==> src/rtl/sprite_line_walker.sv <==
// Walks one latched sprite-line descriptor pixel by pixel and streams candidate
// pixels (screen X, opacity, tile address/subpixel) over a valid/ready handshake.
module sprite_line_walker #(
    parameter int SPRITE_WIDTH     = 32,
    parameter int X_WIDTH          = 10,
    parameter int ADDR_WIDTH       = 16,
    parameter int TILE_WIDTH       = 8,
    parameter int SCREEN_WIDTH     = 640,
    parameter int SKIP_TRANSPARENT = 0
) (
    input  logic                           i_clk,
    input  logic                           i_reset_n,
    input  logic                           i_start,
    input  logic                           i_abort,
    input  logic [SPRITE_WIDTH-1:0]        i_sprite_line_mask,
    input  logic [ADDR_WIDTH-1:0]          i_sprite_line_address,
    input  logic [X_WIDTH-1:0]             i_sprite_start_x,
    input  logic                           i_tile_row,
    input  logic                           i_row_flip,
    input  logic                           i_col_flip,
    output logic                           o_busy,
    output logic                           o_valid,
    input  logic                           i_ready,
    output logic [X_WIDTH-1:0]             o_x,
    output logic                           o_visible,
    output logic [ADDR_WIDTH-1:0]          o_tile_address,
    output logic [$clog2(TILE_WIDTH):0]    o_tile_subpixel,
    output logic                           o_done
);

    localparam int IDX_W  = $clog2(SPRITE_WIDTH);
    localparam int TW_LOG = $clog2(TILE_WIDTH);

    typedef enum logic [1:0] {
        ST_IDLE = 2'd0,
        ST_RUN  = 2'd1,
        ST_DONE = 2'd2
    } state_t;

    state_t                    state_r;
    state_t                    state_next_s;
    logic [IDX_W-1:0]          idx_r;
    logic [SPRITE_WIDTH-1:0]   mask_r;
    logic [ADDR_WIDTH-1:0]     addr_r;
    logic [X_WIDTH-1:0]        start_x_r;
    logic                      row_r;
    logic                      col_flip_r;

    logic [IDX_W-1:0]          col_s;
    logic [X_WIDTH:0]          x_s;
    logic                      clip_s;
    logic                      vis_s;
    logic                      emit_s;
    logic                      run_s;
    logic                      retire_s;
    logic                      last_s;

    // Extra X bit keeps a carry out visible so it clips instead of wrapping to 0.
    assign col_s    = col_flip_r ? (IDX_W'(SPRITE_WIDTH - 1) - idx_r) : idx_r;
    assign x_s      = {1'b0, start_x_r} + (X_WIDTH + 1)'(idx_r);
    assign clip_s   = (x_s >= (X_WIDTH + 1)'(SCREEN_WIDTH));
    assign vis_s    = mask_r[col_s];
    assign emit_s   = !clip_s && (vis_s || (SKIP_TRANSPARENT == 0));
    assign run_s    = (state_r == ST_RUN);
    assign retire_s = run_s && (!emit_s || i_ready);
    assign last_s   = (idx_r == IDX_W'(SPRITE_WIDTH - 1));

    // State register
    always_ff @(posedge i_clk or negedge i_reset_n) begin
        if (!i_reset_n) begin
            state_r <= ST_IDLE;
        end else begin
            state_r <= state_next_s;
        end
    end

    // Next-state logic; abort wins over line completion
    always_comb begin
        state_next_s = state_r;
        case (state_r)
            ST_IDLE: begin
                if (i_start) state_next_s = ST_RUN;
                else         state_next_s = ST_IDLE;
            end
            ST_RUN: begin
                if (i_abort)                 state_next_s = ST_IDLE;
                else if (retire_s && last_s) state_next_s = ST_DONE;
                else                         state_next_s = ST_RUN;
            end
            ST_DONE: state_next_s = ST_IDLE;
            default: state_next_s = ST_IDLE;
        endcase
    end

    // Descriptor latch and pixel index
    always_ff @(posedge i_clk or negedge i_reset_n) begin
        if (!i_reset_n) begin
            idx_r      <= {IDX_W{1'b0}};
            mask_r     <= {SPRITE_WIDTH{1'b0}};
            addr_r     <= {ADDR_WIDTH{1'b0}};
            start_x_r  <= {X_WIDTH{1'b0}};
            row_r      <= 1'b0;
            col_flip_r <= 1'b0;
        end else if ((state_r == ST_IDLE) && i_start) begin
            idx_r      <= {IDX_W{1'b0}};
            mask_r     <= i_sprite_line_mask;
            addr_r     <= i_sprite_line_address;
            start_x_r  <= i_sprite_start_x;
            row_r      <= i_tile_row ^ i_row_flip;
            col_flip_r <= i_col_flip;
        end else if (retire_s && !last_s) begin
            idx_r      <= idx_r + IDX_W'(1);
        end else begin
            idx_r      <= idx_r;
        end
    end

    // Outputs derive only from registered state; data is zeroed outside RUN
    always_comb begin
        o_busy          = (state_r != ST_IDLE);
        o_done          = (state_r == ST_DONE);
        o_valid         = run_s && emit_s;
        o_x             = {X_WIDTH{1'b0}};
        o_visible       = 1'b0;
        o_tile_address  = {ADDR_WIDTH{1'b0}};
        o_tile_subpixel = {(TW_LOG + 1){1'b0}};
        if (run_s) begin
            o_x             = x_s[X_WIDTH-1:0];
            o_visible       = vis_s;
            o_tile_address  = addr_r + ADDR_WIDTH'(col_s >> TW_LOG);
            o_tile_subpixel = {row_r, col_s[TW_LOG-1:0]};
        end else begin
            o_x             = {X_WIDTH{1'b0}};
        end
    end

endmodule

==> config.mk <==
export PLATFORM = sky130hd
export DESIGN_NAME = sprite_line_walker
export DESIGN_NICKNAME = d
export VERILOG_FILES = /design/src/rtl/sprite_line_walker.sv
export SDC_FILE = /design/constraint.sdc
export NUM_CORES = 1
export LEC_CHECK = 0
export ABC_CLOCK_PERIOD_IN_PS = 2300
export BUFFER_PORTS_ARGS = -buffer_cell sky130_fd_sc_hd__buf_4
export CORE_MARGIN = 2
export CORE_UTILIZATION = 49
export DETAILED_ROUTE_END_ITERATION = 10
export PLACE_DENSITY = 0.77
export SETUP_SLACK_MARGIN = 0.02
export SYNTH_ARGS = -nofsm -noshare
export SYNTH_HDL_FRONTEND = slang
export SYNTH_SLANG_ARGS = --single-unit
==> constraint.sdc <==
create_clock -name i_clk -period 2.3 [get_ports i_clk]
set_input_delay 0.115 -clock i_clk [delete_from_list [all_inputs] [get_ports i_clk]]
set_output_delay 0.115 -clock i_clk [all_outputs]
set_load 0.01 [all_outputs]
# After elaboration in Yosys (flattened, before gate mapping)
# Cells that the tools add are included.
[totals]
regBits = 67
[classes]
bitwise = 1
n_lt_le_gt_ge = 2
reduce_logical = 11
add_sub_neg = 4
n_eq_ne = 3
mux = 13
[op_table]
columns = ["cell", "count"]
rows = [
  ["16-bit by 2-bit adder with 16-bit output", 1],
  ["16-bit 2-to-1 mux", 1],
  ["5-bit 2-to-1 mux", 3],
  ["10-bit by 5-bit adder with 11-bit output", 1],
  ["11-bit by 10-bit greater-or-equal comparator with 1-bit output, second input constant", 1],
  ["10-bit 2-to-1 mux", 1],
  ["5-bit by 6-bit < comparator with 1-bit output, second input constant", 1],
  ["5-bit by 1-bit adder with 5-bit output, second input constant", 1],
  ["1-bit binary-select mux with 5-bit select", 1],
  ["5-bit equality test, second input constant", 1],
  ["1-bit logical AND", 5],
  ["5-bit subtractor, first input constant", 1],
  ["2-bit 2-to-1 mux", 2],
  ["4-bit 2-to-1 mux", 1],
  ["2-bit case mux with 2 select lines", 1],
  ["2-bit nonzero test", 2],
  ["1-bit 2-to-1 mux", 3],
  ["2-bit by 1-bit equality test with 1-bit output, second input constant", 1],
  ["2-bit equality test, second input constant", 1],
  ["1-bit logical NOT", 2],
  ["2-bit logical NOT", 1],
  ["1-bit logical OR", 1],
  ["1-bit bitwise XOR", 1],
]

# Longest topological paths before layout
# Gate-level depths: netlist of run 1.
[depth]
depth_word = 8
ltp_mapped = 10
depth_no_buf = 10

# Worst setup path after synthesis of run 1
# OpenSTA, ideal clock, no wires.
[synth_path]
kind = "register to output"
from = "reg col_flip_r"
to = "out o_tile_address[6]"
stages_incl_launch_ff = 10
arrival_time_ns = 2.127
slack_ns = 0.058
path_cell_list = "dfrtp_1 -> buf_2 -> xor2_1 -> inv_1 -> fa_1 -> nor2b_1 -> clkbuf_1 -> nand4_1 -> xor2_1 -> nor2_1"
[synth_via]
elab_chain_cells = 3
[synth_lines]
columns = ["item", "line", "text"]
rows = [
  ["from (decl)", "47", "logic col_flip_r;"],
  ["from (signal assigned)", "110", "col_flip_r <= i_col_flip;"],
  ["5-bit 2-to-1 mux", "59", "assign col_s = col_flip_r ? (IDX_W'(SPRITE_WIDTH - 1) - idx_r) : idx_r;"],
  ["16-bit by 2-bit adder with 16-bit output", "130", "o_tile_address = addr_r + ADDR_WIDTH'(col_s >> TW_LOG);"],
  ["16-bit 2-to-1 mux", "127", "if (run_s) begin"],
  ["to (decl)", "26", "output logic [ADDR_WIDTH-1:0] o_tile_address,"],
]
# Every way passes these cells.

# Worst setup path in the final report of run 1
[layout_path]
from = "reg idx_r[3]"
to = "out o_tile_address[14]"
[layout_via]
elab_chain_cells = 4
[layout_lines]
columns = ["item", "line", "text"]
rows = [
  ["from (decl)", "42", "logic [IDX_W-1:0] idx_r;"],
  ["from (signal assigned)", "98", "idx_r <= {IDX_W{1'b0}};"],
  ["from (signal assigned)", "105", "idx_r <= {IDX_W{1'b0}};"],
  ["from (signal assigned)", "112", "idx_r <= idx_r + IDX_W'(1);"],
  ["5-bit subtractor", "59", ""],
  ["5-bit 2-to-1 mux (*)", "59", ""],
  ["16-bit by 2-bit adder with 16-bit output (*)", "130", ""],
  ["16-bit 2-to-1 mux (*)", "127", ""],
]
# Mark *: on every way between the ends. The rest lies on a longest branch, timed or not.

==> impl_metrics.toml, run 1 <==
[critical_path]
critPathLaunchType = "register"
worst-setup-path-type = "register to output pin"
crit_required_ns = 2.18
worstPathMaxFanout = 7
arrival_ns = 2.45
cp-end-kind = "output pin"
reg2reg_depth = 11

[cells_and_area]
num_antenna_cells = 0
post-route-util_pct = 76.3
multiInputGateArea_sq_mm = 0.00247
drive_gt1_share_pct = 29.0
fin_nets = 765
regArea_sq_mm = 0.00168
final-instance-count-excl-fill = 797
fill_cells = 556
areaGrowthSynthToFinish_pct = 52.6
final_area_sq_mm = 0.00620

[sta]
hold_viol = 0
period_share_pct = 112
slew_violations = 0
max_slew.worst_pin.slew_ns = 0.882
fin_skew_ns = 0.00801
rsz0062_at_grt = "true"
setup_violations = 24
period_needed_ns = 2.57
finalSetupTns_ns = -2.88
fmax_ghz = 0.389
worst_slew_margin_rel_pct = 41.2
setup_slack_ns = -0.268

[grt]
grt_antenna_before_repair = 0
grt_first_pass_wirelength_um = 19000
grt_pass1_vias = 4153
grt_max_degree = 68
overflow = 0
grt_util_all_layers_pct = 27.1

[logic_synthesis]
yosysUniqueCellTypes = 45
async_flop_share_pct = 100
yosysWarnings = 0
yosys.area_share.adder_pct = 3.76
syn_inst = 506
synth-edff-count = 0
ys.flop_type = "dfrtp_1"
synthXorXnorAreaFrac_pct = 4.96
synth_compound_area_share_pct = 8.43
synth_nets = 583
ys_seq_elements = 67
synthSimpleGateAreaFrac_pct = 28.7
ys_seq_area_share_pct = 41.2
syn_area_sq_mm = 0.00407
syn_avg_cell_area_sq_um = 8.03
synth_mux_area_share_pct = 8.90
synth_top_family_by_area = "simple AND/OR/NAND/NOR gates"

[clocking]
root_buffer = "clkbuf_8"
max-clock-path-buffers = 2
insertion_delay_ns = 0.35
cts_tree = "built"
cts.sinks = 67
htree_levels = 3
cts_buffers = 9
clk_pin_slew_ns = 0.07

[hold_path]
hp-class = "input pin to register"
worstHoldPathCells = 4

[routing]
via_per_inst = 5.38
dr.pass1.iters = 4
drt_iter0_drc = 249
vias = 4290
ant_nets = 0
drt-wirelength-per-cell_um = 15.8
remaining_drc_errors = 0
wirelength_um = 12600

[run]
max_cap_violations = 0

[placement]
hpwl_um = 7170
place_congestion = 0.876
dp_cells = 703
placed_cell_area_sq_mm = 0.00499
port_buffers = 99

[status]
violations = "setup timing"
status = "complete, but fails checks"

[floorplan]
die_area_sq_mm = 0.00904
start_util_pct = 50.0
pin_count = 100
fp.dieH_um = 95.1
coreArea_sq_mm = 0.00813
num_rows = 33
die_w_um = 95.1

[pwr]
power_density_mw_per_mm2 = 800
vdd_drop_max_mv = 0.375
leakage_nw = 3.08
## cell usage in the layout, fill, tap and decap left out, types with 8 or more instances in the layout
cell | netlist | routed
clkbuf_8 | 0 | 10
dlygate4sd3_1 | 0 | 60
nand2_1 | 191 | 187
buf_4 | 4 | 128
nor2_1 | 35 | 31
dfrtp_1 | 67 | 63
a21oi_1 | 20 | 18
xor2_1 | 18 | 17
nor2b_1 | 12 | 8
mux2i_1 | 35 | 35
## cell type report
type	count	area share, %
flip-flops and latches	67	27.1
inverters	10	0.686
clock buffers	10	2.22
clock inverters	5	0.484
well taps	105	2.12
multi-input cells	402	39.8
repair buffers	198	27.6
## synth_stat cells (all sizes together) (8+ instances only)
cell | instances | area [sq um]
ha | 9 | 113
inv | 10 | 40.0
mux2i | 35 | 350
nor2b | 13 | 88.8
nor2 | 35 | 131
buf | 8 | 53.8
xor2 | 18 | 158
dfrtp | 67 | 1680
clkbuf | 19 | 71.3
nand3 | 9 | 45.0
nand2 | 191 | 717
o21ai | 12 | 60.1
a21oi | 20 | 100
## path summary, 6_finish.rpt
check,endpoint,from,slack (ns)
max,o_tile_address[14],idx_r[3],-0.27
min,row_r,i_tile_row,0.07
max reg2reg,idx_r[1],idx_r[0],-0.09
min reg2reg,addr_r[0],addr_r[0],0.50
max in group asynchronous,idx_r[3],i_reset_n,1.24
min in group asynchronous,mask_r[24],i_reset_n,0.41
## per-stage QoR
stage / worst slack, ns / power, W / hold slack, ns
2_1_floorplan: 0.0585 / 0.00288 / -0.181
3_3_place_gp: 0.0438 / 0.00349 / 0.273
3_5_place_dp: -0.0268 / 0.00354 / 0.274
4_1_cts: -0.195 / 0.00469 / 0.0257
5_1_grt: -0.369 / 0.00525 / 0.0596
6_report: -0.268 / 0.00496 / 0.0727
## report_power, final
group | switching, W | leakage, nW | internal, W
sequential | 0.000246 | 0.828 | 0.00142
combinational | 0.00120 | 2.17 | 0.00123
clock | 0.000466 | 0.0839 | 0.000408
## kinds of logic (layout without fill, tap and decap cells)
| family | count (synthesis) | count (layout) |
|---|---|---|
| flip-flops | 67 | 67 |
| XOR/XNOR | 23 | 23 |
| buffers and inverters | 37 | 223 |
| AO/OA/AOI/OAI | 55 | 55 |
| adder cells (fa/ha/maj) | 11 | 11 |
| multiplexers | 36 | 36 |
| AND/OR/NAND/NOR | 277 | 277 |
## critical path, cell delays in order, from the launching register on
cell and delay [ns]:
dfrtp_2 0.44, xor2_2 0.24, ha_2 0.24, inv_2 0.04, fa_2 0.33, nor2b_1 0.11
buf_4 0.16, nand3_1 0.11, xor2_1 0.17, nor2_1 0.12, buf_4 0.13
## registers in the layout (all words and copies together) (netlist names)
signal,count
start_x_r,10
idx_r,5
col_flip_r,1
addr_r,16
row_r,1
state_r,2
mask_r,32
## repair_timing
item	in CTS	in global routing
pin swaps	9	21
cloned	1	0
endpoints found under the setup margin	24	29
endpoints found under the hold margin	126	0
buffers inserted	10	8
resized for setup	22	45
hold buffers	60	0
## per-layer routing
layer  global-route usage (%)  share of wire (%)  vias up
met1                     34.0                 40     2080
li1                         -                  -     2019
met3                     4.90                5.2       32
met5                        0                  0        -
met2                     46.0                 51      159
met4                     11.1                3.6        0
(Power assumes the default switching activity.)
==> run 2: changes to the inputs <==
--- a/config.mk
+++ b/config.mk
@@ -7,10 +7,12 @@
 export LEC_CHECK = 0
 export ABC_CLOCK_PERIOD_IN_PS = 2300
 export BUFFER_PORTS_ARGS = -buffer_cell sky130_fd_sc_hd__buf_4
+export CAP_MARGIN = 0
 export CORE_MARGIN = 2
 export CORE_UTILIZATION = 49
 export DETAILED_ROUTE_END_ITERATION = 10
 export PLACE_DENSITY = 0.77
+export REMOVE_ABC_BUFFERS = 1
 export SETUP_SLACK_MARGIN = 0.02
 export SYNTH_ARGS = -nofsm -noshare
 export SYNTH_HDL_FRONTEND = slang
==> impl_metrics.toml, run 2 (same netlist as run 1, synthesis figures left out) <==
[hold_path]
hp-class = "input pin to register"

[floorplan]
pin_count = 100
die_area_sq_mm = 0.00904
fp.dieH_um = 95.1
num_rows = 33
coreArea_sq_mm = 0.00813
die_w_um = 95.1
start_util_pct = 50.0

[cells_and_area]
post-route-util_pct = 77.3
top_register = "mask_r"
layout_commonest_cell = "nand2_1"
largest_register_ffs = 32
final-instance-count-excl-fill = 794
reg.largest.list = "mask_r (32), addr_r (16), start_x_r (10)"
fin_nets = 761
num_antenna_cells = 0
drive_gt1_share_pct = 30.9
fill_cells = 507
areaGrowthSynthToFinish_pct = 54.7
final_cell_mix = "nand2_1 (183), buf_4 (124), dfrtp_1 (63)"

[pwr]
leakage_nw = 3.10
power_density_mw_per_mm2 = 819
vdd_drop_max_mv = 0.437

[sta]
finalSetupTns_ns = -3.13
fin_skew_ns = 0.0105
setup_slack_ns = -0.267
worst_slew_margin_rel_pct = 42.0
setup_violations = 20
hold_viol = 0
period_share_pct = 112
max_slew.worst_pin.slew_ns = 0.871
rsz0062_at_grt = "true"
period_needed_ns = 2.57
slew_violations = 0
fmax_ghz = 0.390

[routing]
ant_nets = 0
drt_iter0_drc = 286
vias = 4247
remaining_drc_errors = 0
wirelength_um = 12300
drt-wirelength-per-cell_um = 15.5
via_per_inst = 5.35
dr.pass1.iters = 4

[grt]
grt_first_pass_wirelength_um = 19000
grt_pass1_vias = 4134
grt_use_met2_pct = 46.8
grt_antenna_before_repair = 0
grt.met3_usage_pct = 4.27
grt_util_all_layers_pct = 27.1
grt_max_degree = 68
overflow = 0
use_met1_pct = 34.3
top_usage_layer = "met2"

[placement]
preCtsSetupSlack_ns = -0.0804
dp_cells = 700
place_congestion = 0.858
port_buffers = 99
hpwl_um = 7070

[critical_path]
cp-end-kind = "output pin"
crit_required_ns = 2.18
worst-setup-path-type = "register to output pin"
arrival_ns = 2.45
worstPathMaxFanout = 4
critPathLaunchType = "register"

[clocking]
root_buffer = "clkbuf_8"
cts_tree = "built"
max-clock-path-buffers = 2
cts.sinks = 67
clk_pin_slew_ns = 0.07
insertion_delay_ns = 0.36
cts_buffers = 9
htree_levels = 3

[run]
max_cap_violations = 0

[status]
status = "complete, but fails checks"
violations = "setup timing"
==> run 2: cell types whose count changed in the layout (fill, tap and decap cells not counted), moves of 3 or more <==
cell      delta
and3_1       -3
buf_4        -4
clkbuf_1     +3
clkinv_2     -3
nand2_1      -4
nand2_2      +3
nand3_1      -4
nand3_2      +4
==> run 2: worst paths after layout <==
kind	to	slack [ns]	from	cells past startpoint
max	o_valid	-0.27	idx_r[0]	11
min	row_r	0.05	i_tile_row	4
max reg2reg	idx_r[4]	-0.24	idx_r[0]	11
min reg2reg	addr_r[0]	0.50	addr_r[0]	2
max in group asynchronous	idx_r[3]	1.24	i_reset_n	2
min in group asynchronous	mask_r[14]	0.43	i_reset_n	2
==> run 2: routing by layer <==
layer / part of all wire (%) / wire length [um]
met5: 0 / 0
met2: 53 / 6460
met1: 41 / 5000
met3: 4.9 / 608
met4: 1.9 / 240
==> run 2: worst max-delay path: stages, from the launching register on <==
cell and delay (ns):
dfrtp_2 0.45, ha_4 0.17, inv_2 0.04, fa_2 0.36, nor2b_4 0.17, o31a_1 0.24
nor2_2 0.06, o2111ai_2 0.19, nand3_1 0.10, o21ai_1 0.13, nor2_1 0.06, buf_4 0.14
==> run 2: area by class of cell <==
| class | count | area (sq um) | share of cell area, % |
|---|---|---|---|
| Sequential cell | 67 | 1680 | 26.7 |
| Multi-Input combinational cell | 402 | 2530 | 40.3 |
| Clock inverter | 4 | 75.1 | 1.19 |
| Clock buffer | 12 | 135 | 2.15 |
| Timing Repair Buffer | 194 | 1690 | 26.9 |
| Tap cell | 105 | 131 | 2.09 |
| Inverter | 10 | 40.0 | 0.637 |
==> run 2: what timing repair did <==
item	CTS	global route
endpoints found under the setup margin	28	27
resized for setup	40	44
endpoints found under the hold margin	127	0
setup buffers	10	6
cloned	2	0
hold buffers	61	0
pin swaps	9	18
==> run 2: where the power goes <==
group | switching (W) | total (W) | internal (W)
clock | 0.000466 | 0.00108 | 0.000612
combinational | 0.00118 | 0.00241 | 0.00123
sequential | 0.000244 | 0.00166 | 0.00142
total | 0.00189 | 0.00515 | 0.00326
==> run 2: per-stage QoR <==
| stage | total power, W | hold WS (ns) | instance area (sq um) |
|---|---|---|---|
| final | 0.00515 | 0.0528 | 6290 |
| after global routing | 0.00544 | 0.0906 | 6290 |
| after global placement | 0.00343 | 0.264 | 4960 |
| after detailed placement | 0.00350 | 0.272 | 4960 |
| after CTS | 0.00491 | 0.0561 | 6050 |
| after floorplan | 0.00281 | -0.181 | 3940 |
==> run 3: changes to the inputs <==
--- a/config.mk
+++ b/config.mk
@@ -5,13 +5,13 @@
 export SDC_FILE = /design/constraint.sdc
 export NUM_CORES = 1
 export LEC_CHECK = 0
-export ABC_CLOCK_PERIOD_IN_PS = 2300
+export ABC_CLOCK_PERIOD_IN_PS = 2900
 export BUFFER_PORTS_ARGS = -buffer_cell sky130_fd_sc_hd__buf_4
 export CAP_MARGIN = 0
 export CORE_MARGIN = 2
-export CORE_UTILIZATION = 49
+export CORE_UTILIZATION = 54
 export DETAILED_ROUTE_END_ITERATION = 10
-export PLACE_DENSITY = 0.77
+export PLACE_DENSITY = 0.8
 export REMOVE_ABC_BUFFERS = 1
 export SETUP_SLACK_MARGIN = 0.02
 export SYNTH_ARGS = -nofsm -noshare
==> constraint.sdc (replaced) <==
create_clock -name i_clk -period 2.9 [get_ports i_clk]
set_input_delay 0.145 -clock i_clk [delete_from_list [all_inputs] [get_ports i_clk]]
set_output_delay 0.145 -clock i_clk [all_outputs]
set_load 0.01 [all_outputs]
==> impl_metrics.toml, run 3 (same netlist as run 1, synthesis figures left out) <==
[grt]
overflow = 0
top_usage_layer = "met2"
grt_util_all_layers_pct = 25.7
grt_use_met2_pct = 45.6
grt_first_pass_wirelength_um = 17300
use_met1_pct = 31.7
grt_antenna_before_repair = 0
grt_pass1_vias = 3902
grt.met3_usage_pct = 4.34
grt_max_degree = 68

[critical_path]
r2r_start = "start_x_r[0]"
crit_required_ns = 2.76
path_delay_family = "buffers and inverters"
cp-end-kind = "output pin"
cp_slowest_stage_delay_ns = 0.38
worstPathMaxFanout = 24
critPathLaunchType = "register"
worst-setup-path-type = "register to output pin"
arrival_ns = 2.58
r2r_slack_ns = 0.45
path_buf_inv = 3
path_cells = "buf_4, buf_6, nor2b_1, a2111oi_0, a31oi_1, o21ai_0, a31oi_1, mux2_2, nor2b_4, buf_4"
cpMaxStageDelayCell = "a2111oi_0"
reg2reg_depth = 10
r2r-end = "idx_r[0]"

[sta]
period_needed_ns = 2.73
setup_violations = 0
fmax_ghz = 0.367
period_share_pct = 94.0
max_slew.worst_pin.slew_ns = 1.14
rsz0062_at_grt = "false"
worst_slew_margin_rel_pct = 23.9
fin_skew_ns = 0.00718
hold_viol = 0
setup_slack_ns = 0.174
slew_violations = 0

[placement]
port_buffers = 99
place_congestion = 0.812
preCtsSetupSlack_ns = 0.363
hpwl_um = 6760
placed_cell_area_sq_mm = 0.00486

[clocking]
insertion_delay_ns = 0.34
clk_pin_slew_ns = 0.07
max-clock-path-buffers = 2
cts_tree = "built"
htree_levels = 3
root_buffer = "clkbuf_8"
post-cts-setup-buffer-count = 0
cts.sinks = 67
cts_buffers = 9

[run]
max_cap_violations = 0

[floorplan]
start_util_pct = 56.0
fp.dieH_um = 90.8
pin_count = 100
coreArea_sq_mm = 0.00725
die_w_um = 90.8
num_rows = 31
die_area_sq_mm = 0.00824

[routing]
dr.pass1.iters = 4
remaining_drc_errors = 0
wirelength_um = 10300
drt_iter0_drc = 231
vias = 3882
via_per_inst = 5.20
drt-wirelength-per-cell_um = 13.8
ant_nets = 0

[pwr]
total_power_w = 0.00357
leakage_nw = 2.83
vdd_drop_max_mv = 0.332
power_density_mw_per_mm2 = 644

[cells_and_area]
areaGrowthSynthToFinish_pct = 36.4
largest_register_ffs = 32
drive_gt1_share_pct = 19.9
final_area_sq_mm = 0.00555
layout_commonest_cell = "nand2_1"
final_cell_mix = "nand2_1 (190), buf_4 (104), dfrtp_1 (65)"
fin_nets = 720
top_register = "mask_r"
reg.largest.list = "mask_r (32), addr_r (16), start_x_r (10)"
num_antenna_cells = 0

[hold_path]
min-delay-start = "i_sprite_start_x[4]"
hp-class = "input pin to register"
worstHoldPathCells = 3
min_to = "start_x_r[4]"

[status]
status = "finished, final reports clean"
run 3: cell count changes in the layout (fill, tap and decap cells not counted), sizes merged:
| cell | previous run | this run |
|---|---|---|
| clkinv | 0 | 1 |
| bufbuf | 2 | 0 |
| clkinvlp | 2 | 0 |
| dlygate4sd3 | 61 | 48 |
| buf | 131 | 105 |
| bufinv | 2 | 1 |
| clkbuf | 12 | 13 |
run 3: layer usage:
metal / wire length (um) / up-vias
met5: 0 / -
met4: 142 / 0
met3: 415 / 11
met2: 5280 / 88
met1: 4460 / 1850
li1: - / 1933
run 3: area by class of cell:
| cell class | instances | area, sq um |
|---|---|---|
| tap | 99 | 124 |
| clock inverter | 2 | 35.0 |
| sequential | 67 | 1680 |
| fill | 544 | 1710 |
| multi-input combinational | 402 | 2240 |
| clock buffer | 13 | 159 |
| inverter | 10 | 40.0 |
| timing repair buffer | 153 | 1270 |
run 3: how the worst max path moves through the flow:
stage	start	end	depth (start not counted)
2_1_floorplan	idx_r[0]	idx_r[0]	10
3_3_place_gp	col_flip_r	o_tile_address[6]	8
3_5_place_dp	idx_r[4]	o_tile_address[12]	8
4_1_cts	idx_r[1]	o_valid	10
5_1_grt	idx_r[0]	o_visible	10
6_report	idx_r[0]	o_visible	10
run 3: stage by stage:
stage / setup TNS (ns) / hold slack [ns] / instances / utilization [%]
finish: 0 / 0.000694 / 746 / 76.5
global route: 0 / 0.00183 / 746 / 76.5
floorplan: -2.92 / -0.151 / 479 / -
global placement: 0 / 0.295 / 683 / 67.0
detailed placement: 0 / 0.304 / 683 / 67.0
CTS: 0 / 0.000380 / 745 / 76.2
run 3: worst register-to-register path: stages, from the launching register on:
cell and delay [ns]:
dfrtp_1 0.37, ha_1 0.18, inv_1 0.06, fa_1 0.40, nor2b_2 0.19, o31a_1 0.24, nor2_1 0.06, o2111ai_1 0.24
a41o_1 0.29, nand2_1 0.15, mux2i_1 0.15
run 3: power breakdown:
group,switching (W),total (W),internal (W)
clock network,0.000342,0.000781,0.000439
registers,0.000184,0.00131,0.00112
logic,0.000774,0.00148,0.000711
total,0.00130,0.00357,0.00227
run 3: timing repair:
action                                  CTS  global route
hold endpoints to repair                113             1
gates resized for setup                   1             4
hold buffers                             47             1
endpoints found under the setup margin    2             5
